$ cat src/rtl/iv_sched_ctrl.sv
// IV issue scheduler: seeds an external LFSR, warms it up, then hands out one
// IV at a time to two round-robin requesters until the seed budget is spent.
module iv_sched_ctrl #(
    parameter int unsigned WARMUP_STEPS = 16,
    parameter int unsigned STEPS_PER_IV = 1,
    parameter int unsigned RESEED_LIMIT = 1024
) (
    input  logic         clk,
    input  logic         rst,
    input  logic         seed_valid,
    input  logic [127:0] seed,
    input  logic         req0,
    input  logic         req1,
    output logic         ack0,
    output logic         ack1,
    output logic [127:0] iv_out,
    output logic         lfsr_enable,
    output logic         lfsr_load,
    output logic [127:0] lfsr_seed,
    input  logic [127:0] lfsr_iv,
    output logic         ready,
    output logic         reseed_req,
    output logic         seed_err,
    output logic [31:0]  iv_count
);

    typedef enum logic [2:0] {
        S_UNSEEDED = 3'd0,
        S_LOAD     = 3'd1,
        S_WARMUP   = 3'd2,
        S_READY    = 3'd3,
        S_STEP     = 3'd4,
        S_GRANT    = 3'd5
    } state_e;

    localparam logic [31:0] WARM_LAST = 32'(WARMUP_STEPS - 1);
    localparam logic [31:0] STEP_LAST = 32'(STEPS_PER_IV - 1);
    localparam logic [31:0] LIMIT     = 32'(RESEED_LIMIT);

    state_e       state_q, state_d;
    logic [31:0]  cnt_q, cnt_d;
    logic [31:0]  iv_count_q, iv_count_d;
    logic         ptr_q, ptr_d;
    logic         winner_q, winner_d;
    logic [127:0] iv_q, iv_d;
    logic [127:0] seed_q, seed_d;
    logic         ack0_q, ack0_d;
    logic         ack1_q, ack1_d;
    logic         load_q, load_d;
    logic         en_q, en_d;
    logic         ready_q, ready_d;
    logic         reseed_q, reseed_d;
    logic         err_q, err_d;

    // Next-state, counters and registered-output values.
    always_comb begin
        state_d    = state_q;
        cnt_d      = cnt_q;
        iv_count_d = iv_count_q;
        ptr_d      = ptr_q;
        winner_d   = winner_q;
        iv_d       = iv_q;
        seed_d     = seed_q;
        err_d      = err_q;

        case (state_q)
            S_UNSEEDED: state_d = S_UNSEEDED;
            S_LOAD: begin
                state_d = S_WARMUP;
                cnt_d   = 32'd0;
            end
            S_WARMUP: begin
                if (cnt_q == WARM_LAST) begin
                    state_d = S_READY;
                end else begin
                    cnt_d = cnt_q + 32'd1;
                end
            end
            S_READY: begin
                if ((iv_count_q < LIMIT) && (req0 || req1)) begin
                    winner_d = (req0 && req1) ? ptr_q : req1;
                    cnt_d    = 32'd0;
                    state_d  = S_STEP;
                end else begin
                    state_d = S_READY;
                end
            end
            S_STEP: begin
                if (cnt_q == STEP_LAST) begin
                    state_d = S_GRANT;
                end else begin
                    cnt_d = cnt_q + 32'd1;
                end
            end
            S_GRANT: begin
                state_d = S_READY;
                iv_d    = lfsr_iv;
                ptr_d   = ~winner_q;
                if (iv_count_q < LIMIT) begin
                    iv_count_d = iv_count_q + 32'd1;
                end else begin
                    iv_count_d = iv_count_q;
                end
            end
            default: state_d = S_UNSEEDED;
        endcase

        // An accepted seed overrides whatever the FSM was doing, including a STEP.
        if (seed_valid && (seed != 128'd0)) begin
            seed_d     = seed;
            iv_count_d = 32'd0;
            err_d      = 1'b0;
            state_d    = S_LOAD;
        end else if (seed_valid) begin
            err_d = 1'b1;
        end else begin
            err_d = err_q;
        end

        ack0_d   = (state_d == S_GRANT) && !winner_d;
        ack1_d   = (state_d == S_GRANT) && winner_d;
        load_d   = (state_d == S_LOAD);
        en_d     = (state_d == S_WARMUP) || (state_d == S_STEP);
        ready_d  = (state_d == S_READY);
        reseed_d = (iv_count_d >= LIMIT);
    end

    // State and output registers with synchronous reset.
    always_ff @(posedge clk) begin
        if (rst) begin
            state_q    <= S_UNSEEDED;
            cnt_q      <= 32'd0;
            iv_count_q <= 32'd0;
            ptr_q      <= 1'b0;
            winner_q   <= 1'b0;
            iv_q       <= 128'd0;
            seed_q     <= 128'd0;
            ack0_q     <= 1'b0;
            ack1_q     <= 1'b0;
            load_q     <= 1'b0;
            en_q       <= 1'b0;
            ready_q    <= 1'b0;
            reseed_q   <= 1'b0;
            err_q      <= 1'b0;
        end else begin
            state_q    <= state_d;
            cnt_q      <= cnt_d;
            iv_count_q <= iv_count_d;
            ptr_q      <= ptr_d;
            winner_q   <= winner_d;
            iv_q       <= iv_d;
            seed_q     <= seed_d;
            ack0_q     <= ack0_d;
            ack1_q     <= ack1_d;
            load_q     <= load_d;
            en_q       <= en_d;
            ready_q    <= ready_d;
            reseed_q   <= reseed_d;
            err_q      <= err_d;
        end
    end

    // The LFSR has finished its last step by GRANT, so the IV is passed straight through.
    assign iv_out      = (state_q == S_GRANT) ? lfsr_iv : iv_q;
    assign ack0        = ack0_q;
    assign ack1        = ack1_q;
    assign lfsr_enable = en_q;
    assign lfsr_load   = load_q;
    assign lfsr_seed   = seed_q;
    assign ready       = ready_q;
    assign reseed_req  = reseed_q;
    assign seed_err    = err_q;
    assign iv_count    = iv_count_q;

endmodule

$ cat config.mk
export PLATFORM = sky130hd
export DESIGN_NAME = iv_sched_ctrl
export DESIGN_NICKNAME = d
export VERILOG_FILES = /design/src/rtl/iv_sched_ctrl.sv
export SDC_FILE = /design/constraint.sdc
export NUM_CORES = 1
export LEC_CHECK = 0
export BUFFER_PORTS_ARGS = -buffer_cell sky130_fd_sc_hd__buf_2
export CAP_MARGIN = 20
export CORE_AREA = 2 2 218 220
export DETAILED_ROUTE_END_ITERATION = 10
export DIE_AREA = 0 0 220 222
export SYNTH_ARGS = -nofsm -noshare
export SYNTH_HDL_FRONTEND = slang
export SYNTH_SLANG_ARGS = --single-unit
export TNS_END_PERCENT = 1
$ cat constraint.sdc
create_clock -name clk -period 2.5 [get_ports clk]
set_input_delay 0.5 -clock clk [delete_from_list [all_inputs] [get_ports clk]]
set_output_delay 0.5 -clock clk [all_outputs]
set_load 0.05 [all_outputs]
# Word-level counts from Yosys, hierarchy flattened
# Cells that the tools add are included.
[classes]
n_addsub = 2
n_mul = 0
n_div = 0
order_cmp = 2
eq_ne = 14
n_shift = 0
mux = 16
bitwise = 1
reduce_logical = 13
[ops]
columns = ["op", "n"]
rows = [
  ["$mux W32", 6],
  ["$mux W128", 1],
  ["$pmux W32 S4", 1],
  ["$reduce_bool A128 Y1", 1],
  ["$add A32 B1 Y32 const B", 2],
  ["$eq A32 B4 Y1 const B", 1],
  ["$ge A32 B11 Y1 const B", 1],
  ["$logic_not A32 Y1", 1],
  ["$lt A32 B11 Y1 const B", 1],
  ["$pmux W3 S5", 1],
  ["$eq A3 B2 Y1 const B", 4],
  ["$eq A3 B3 Y1 const B", 4],
  ["$mux W3", 4],
  ["$eq A3 B1 Y1 const B", 2],
  ["$ne A2 B2 Y1 const B", 3],
  ["$logic_and A1 B1 Y1", 5],
  ["$reduce_and A4 Y1", 1],
  ["$reduce_bool A4 Y1", 1],
  ["$mux W1", 3],
  ["$logic_or A1 B1 Y1", 2],
  ["$reduce_or A2 Y1", 1],
  ["$logic_not A1 Y1", 1],
  ["$not A1 Y1", 1],
]
[totals]
register_bits = 332
latchBits = 0
ramBits = 0
mem_bits_ro = 0
wordCells = 62
memories = 0

# Logic depth before layout (Yosys ltp)
[logic_depth]
word_depth = 7
mapped_depth = 10
ltp_nobuf = 7

# Worst setup path before layout
# OpenSTA, ideal clock, no wires.
[synth_timing]
kind = "reg-to-reg"
startpoint = "register iv_count_q[10] (netlist: iv_count[10])"
endpoint = "register cnt_q[30]"
setup_time_ps = 117
arrival_time_ps = 2230
required_time_ps = 2383
slack_ps = 153
stages_incl_launch_ff = 9
path_buffers = 2
synth_period_minus_slack_ps = 2347
cell_sequence = "dfxtp_1 nor4_2 nand4_1 o31ai_4 nand3_1 buf_2 o21bai_2 buf_2 nor2_1"
[synth_via]
elab_chain_cells = 4
[synth_rtl]
columns = ["item", "line", "rtl"]
rows = [
  ["start: declaration", "42", "logic [31:0] iv_count_q, iv_count_d;"],
  ["start signal: assignment", "148", "iv_count_q <= iv_count_d;"],
  ["$lt A32 B11 Y1", "80", "if ((iv_count_q < LIMIT) && (req0 || req1)) begin"],
  ["$logic_and A1 B1 Y1", "80", ""],
  ["$ne A2 B2 Y1 (no line)", "--", ""],
  ["$reduce_and A4 Y1 (no line)", "--", ""],
  ["end signal: assignment", "147", "cnt_q <= cnt_d;"],
  ["end: declaration", "41", "logic [31:0] cnt_q, cnt_d;"],
]
# No other way between the ends.
# A chain may end at the register's enable or synchronous reset.

# Worst setup path after layout
[layout_timing]
startpoint = "register state_q[1]"
endpoint = "output iv_out[82]"
[layout_via]
elab_chain_cells = 2
[layout_rtl]
columns = ["item", "line", "rtl"]
rows = [
  ["start: declaration", "40", "state_e state_q, state_d;"],
  ["start signal: assignment", "146", "state_q <= state_d;"],
  ["$eq A3 B3 Y1", "164", "assign iv_out = (state_q == S_GRANT) ? lfsr_iv : iv_q;"],
  ["$mux W128", "--", ""],
  ["end: declaration", "16", "output logic [127:0] iv_out,"],
]
# No other way between the ends.

==> metrics.txt <==
crit-path cells=nor2b_4 -> nand2_8 -> buf_12 -> buf_12 -> mux2_2 -> buf_6; Vias/cell=~4.6; Net Sw Power=about 3200 uW; main combinational cell family by area after synthesis=multiplexers; PortBufs=about 560; Syn Inst Count=approximately 1.3k; mux cell area share after synthesis=a little over a fifth; minimum clock period=about 2500 ps; area fraction of the dominant cell type after synthesis=between 50% and 60%; TritonCTS Buffers=40; syn_nets=approximately 1.5k; Reg2Reg Capture Point=cnt_q[26]; Row Count=a little under 80; top cells by area, synth=dfxtp_1 (51%), mux2_2 (11%), mux2i_1 (10%); CP Capture Type=primary output; first drt pass iteration count=5; dpl hpwl=33,600 um; Max VDD drop=approximately 0.67 mV; Vias=roughly 11k; combinational share of power=roughly a tenth; YS warnings=0; Register-to-Register Setup Slack=170 ps; slowest stage delay, CP=370 ps; outcome=finished, violations left; critical path's slowest cell=dfxtp_4; worst-margin pin slew=between 700 and 800 ps; normalized max-slew margin=approximately half; initial antenna violation count=7; Placement Setup Slack=-132 ps; Setup Viol. Count Final=36; failing checks=negative setup slack; simple-gate share of the synthesized area=between 20% and 30%; remaining antenna violation count=0; Initial Util=28.0%; Hold Path Class=in -> reg; area delta synth->final=45.4%; I/O pins=556; total of max-cap violations=0; DR WL/cell=around 18 um; clock latency on the worst-skew pair=about 550 ps; worst hold stages=3; die boundary height=~220 um; number of global-route vias before repair=between 10k and 15k; sequential cell area=6650 um^2; multi-input logic area=a little over 6000 um^2; Fmax=396 MHz; Buf+Inv Stages, Crit Path=3; end-of-flow core utilization=between 40% and 50%; CP required=around 2000 ps; Final Wtd Congestion=0.947; max-slew violations=0; RSZ-0062 raised after global routing=yes; Static Leakage=around 0.0090 uW; top cell family by delay on the critical path=buffers and inverters; FILL cells=approximately 4.6k; Clk network pwr share=45.4%; first-pass GRT wire length=about 66,000 um; HP Start=seed[75]; Synth async-reset ratio=0%; WL final=44,100 um; crit path launch type=register; core area=46,300 um^2; WHS Endpoint=lfsr_seed[75]; global route overflow=0; clk slew on worst S/H paths=60 ps; Initial DRC Count=between 500 and 600; layout cells sized above 1=around 45%; #FFs+latches synth=about 330; root buffer cell=clkbuf_16; clk sinks=roughly 330; Residual DRC=0; XOR/XNOR Fraction of Synth Area=about 1.4%; Flop pwr share=44.0%; Die ar.=roughly 49,000 um^2; gr usage total=between 10% and 20%; Synth cell types=44; reg2reg start=iv_count[10]; Post-synth EDFFs=0; layout net count=2,136; H-Tree Level Count=2; critical path type=reg -> out; final hold violations=0; Post-Place Cells=between 2k and 2.5k; Synth Area in Compound Gates=under 10%; count leader, synth=dfxtp_1; cts hold-fix bufs=0; non-filler instance count after layout=approximately 2.5k; cell type with the largest total area after synthesis=dfxtp_1; CTS tree=done; Sw Ratio=between 20% and 30%; Top FF cell, synth=dfxtp_1; clk_skew=between 10 and 15 ps; Max FO, Critical Path=22; Internal Power=9230 uW; mapped cell area=between 10,000 and 15,000 um^2; final setup margin=-24.7 ps; reg2reg path depth=7; fraction of the mapped netlist area in adder cells=less than 1%; sequential fraction of the synthesis area=51.3%; crit-path most repeated cell=buf_12; largest net degree at the start of global routing=139; Clock Tree Buf Depth=3; crit path DAT=approximately 2000 ps; pwr dens=662 nW/um^2; Period Utilization, post-route=101%; Post-Syn Area per Cell=around 10 um^2; Total Neg Setup Slack=-415 ps; Die Span X=about 220 um; Synth top cells by count=dfxtp_1 (332), nor2_1 (172), nor2b_1 (131), mux2i_1 (129), mux2_2 (128)
-- power by group through the flow --
| stage | Clock [uW] | Combinational, uW | Sequential (uW) |
|---|---|---|---|
| final | 5660 | 1310 | 5490 |
| after global routing | 6050 | 1390 | 5500 |
| after CTS | 5860 | 1320 | 5490 |
| after detailed placement | 0 | 1320 | 5600 |
| after global placement | 0 | 1300 | 5600 |
| after floorplan | 0 | 334 | 6030 |
-- placed cells by master (no fill, tap or decap), types with 9 or more instances in the layout --
cell       synthesis  routed
nor2_1           172     172
a21oi_1           24      24
buf_2              5     475
mux2_2           128     128
clkbuf_16          0      40
and2_1            25      25
clkbuf_4           0       9
nand3_1           18      17
nand4_1           28      28
nor2b_1          131     130
dfxtp_1          332     329
nor4_1            49      48
buf_4              0      99
buf_6              0      56
nor3_1            13      13
mux2i_1          129     129
nand2_1           24      23
xnor2_1           14      14
-- worst reg2reg max path, delay by kind of cell, from the launching register on --
family / cells / cell delay (ps)
flip-flops: 1 / 340
AO/OA/AOI/OAI: 2 / 490
AND/OR/NAND/NOR: 4 / 1250
buffers and inverters: 1 / 180
-- layout make-up --
class                      instances  area share, %
clock inverter                    13          0.811
sequential                       332           35.3
timing repair buffer             649           21.4
antenna                            7         0.0930
clock buffer                      55           5.99
inverter                           8          0.159
multi-input combinational        840           32.2
tap                              607           4.03
-- what timing repair did --
action / CTS / global route
gates resized for setup: 132 / 15
buffers inserted: 6 / 1
gates cloned: 1 / 0
pin swaps: 1 / 1
setup endpoints to repair: 128 / 145
-- worst max path at each step --
stage	startpoint	endpoint	slack [ps]	cells past startpoint
after CTS	state_q[1]	iv_out[82]	-70	6
after detailed placement	seed[110]	state_q[1]	-130	11
final	state_q[1]	iv_out[82]	-20	6
after floorplan	iv_count[10]	cnt_q[30]	150	8
after global placement	seed[15]	lfsr_seed[88]	-40	11
after global routing	state_q[1]	iv_out[127]	-110	6
-- through the flow --
| step | hold slack [ps] | instance area, um^2 | total power (uW) |
|---|---|---|---|
| global placement | 459 | 17000 | 6900 |
| floorplan | 446 | 13000 | 6360 |
| global route | 188 | 18800 | 12900 |
| finish | 199 | 18800 | 12500 |
| CTS | 154 | 18800 | 12700 |
| detailed placement | 461 | 17000 | 6920 |
-- registers in the layout (all words and copies together) (netlist names), 3 cells and up --
register / count
iv_q: 128
state_q: 3
iv_count: 32
lfsr_seed: 128
cnt_q: 32
-- cells by family after synthesis --
family / after synthesis
fa+ha+maj: 4
xor+xnor: 21
mux: 257
buf+inv: 80
simple gates: 500
flops: 332
compound gates: 58
-- metal layers --
| layer | routed length, um | track usage (%) |
|---|---|---|
| met5 | 12 | 0 |
| met4 | 1580 | 7.53 |
| met1 | 17600 | 19.9 |
| met2 | 21900 | 30.0 |
| met3 | 2970 | 4.90 |
Note: power is estimated with default switching activity, not from simulation.
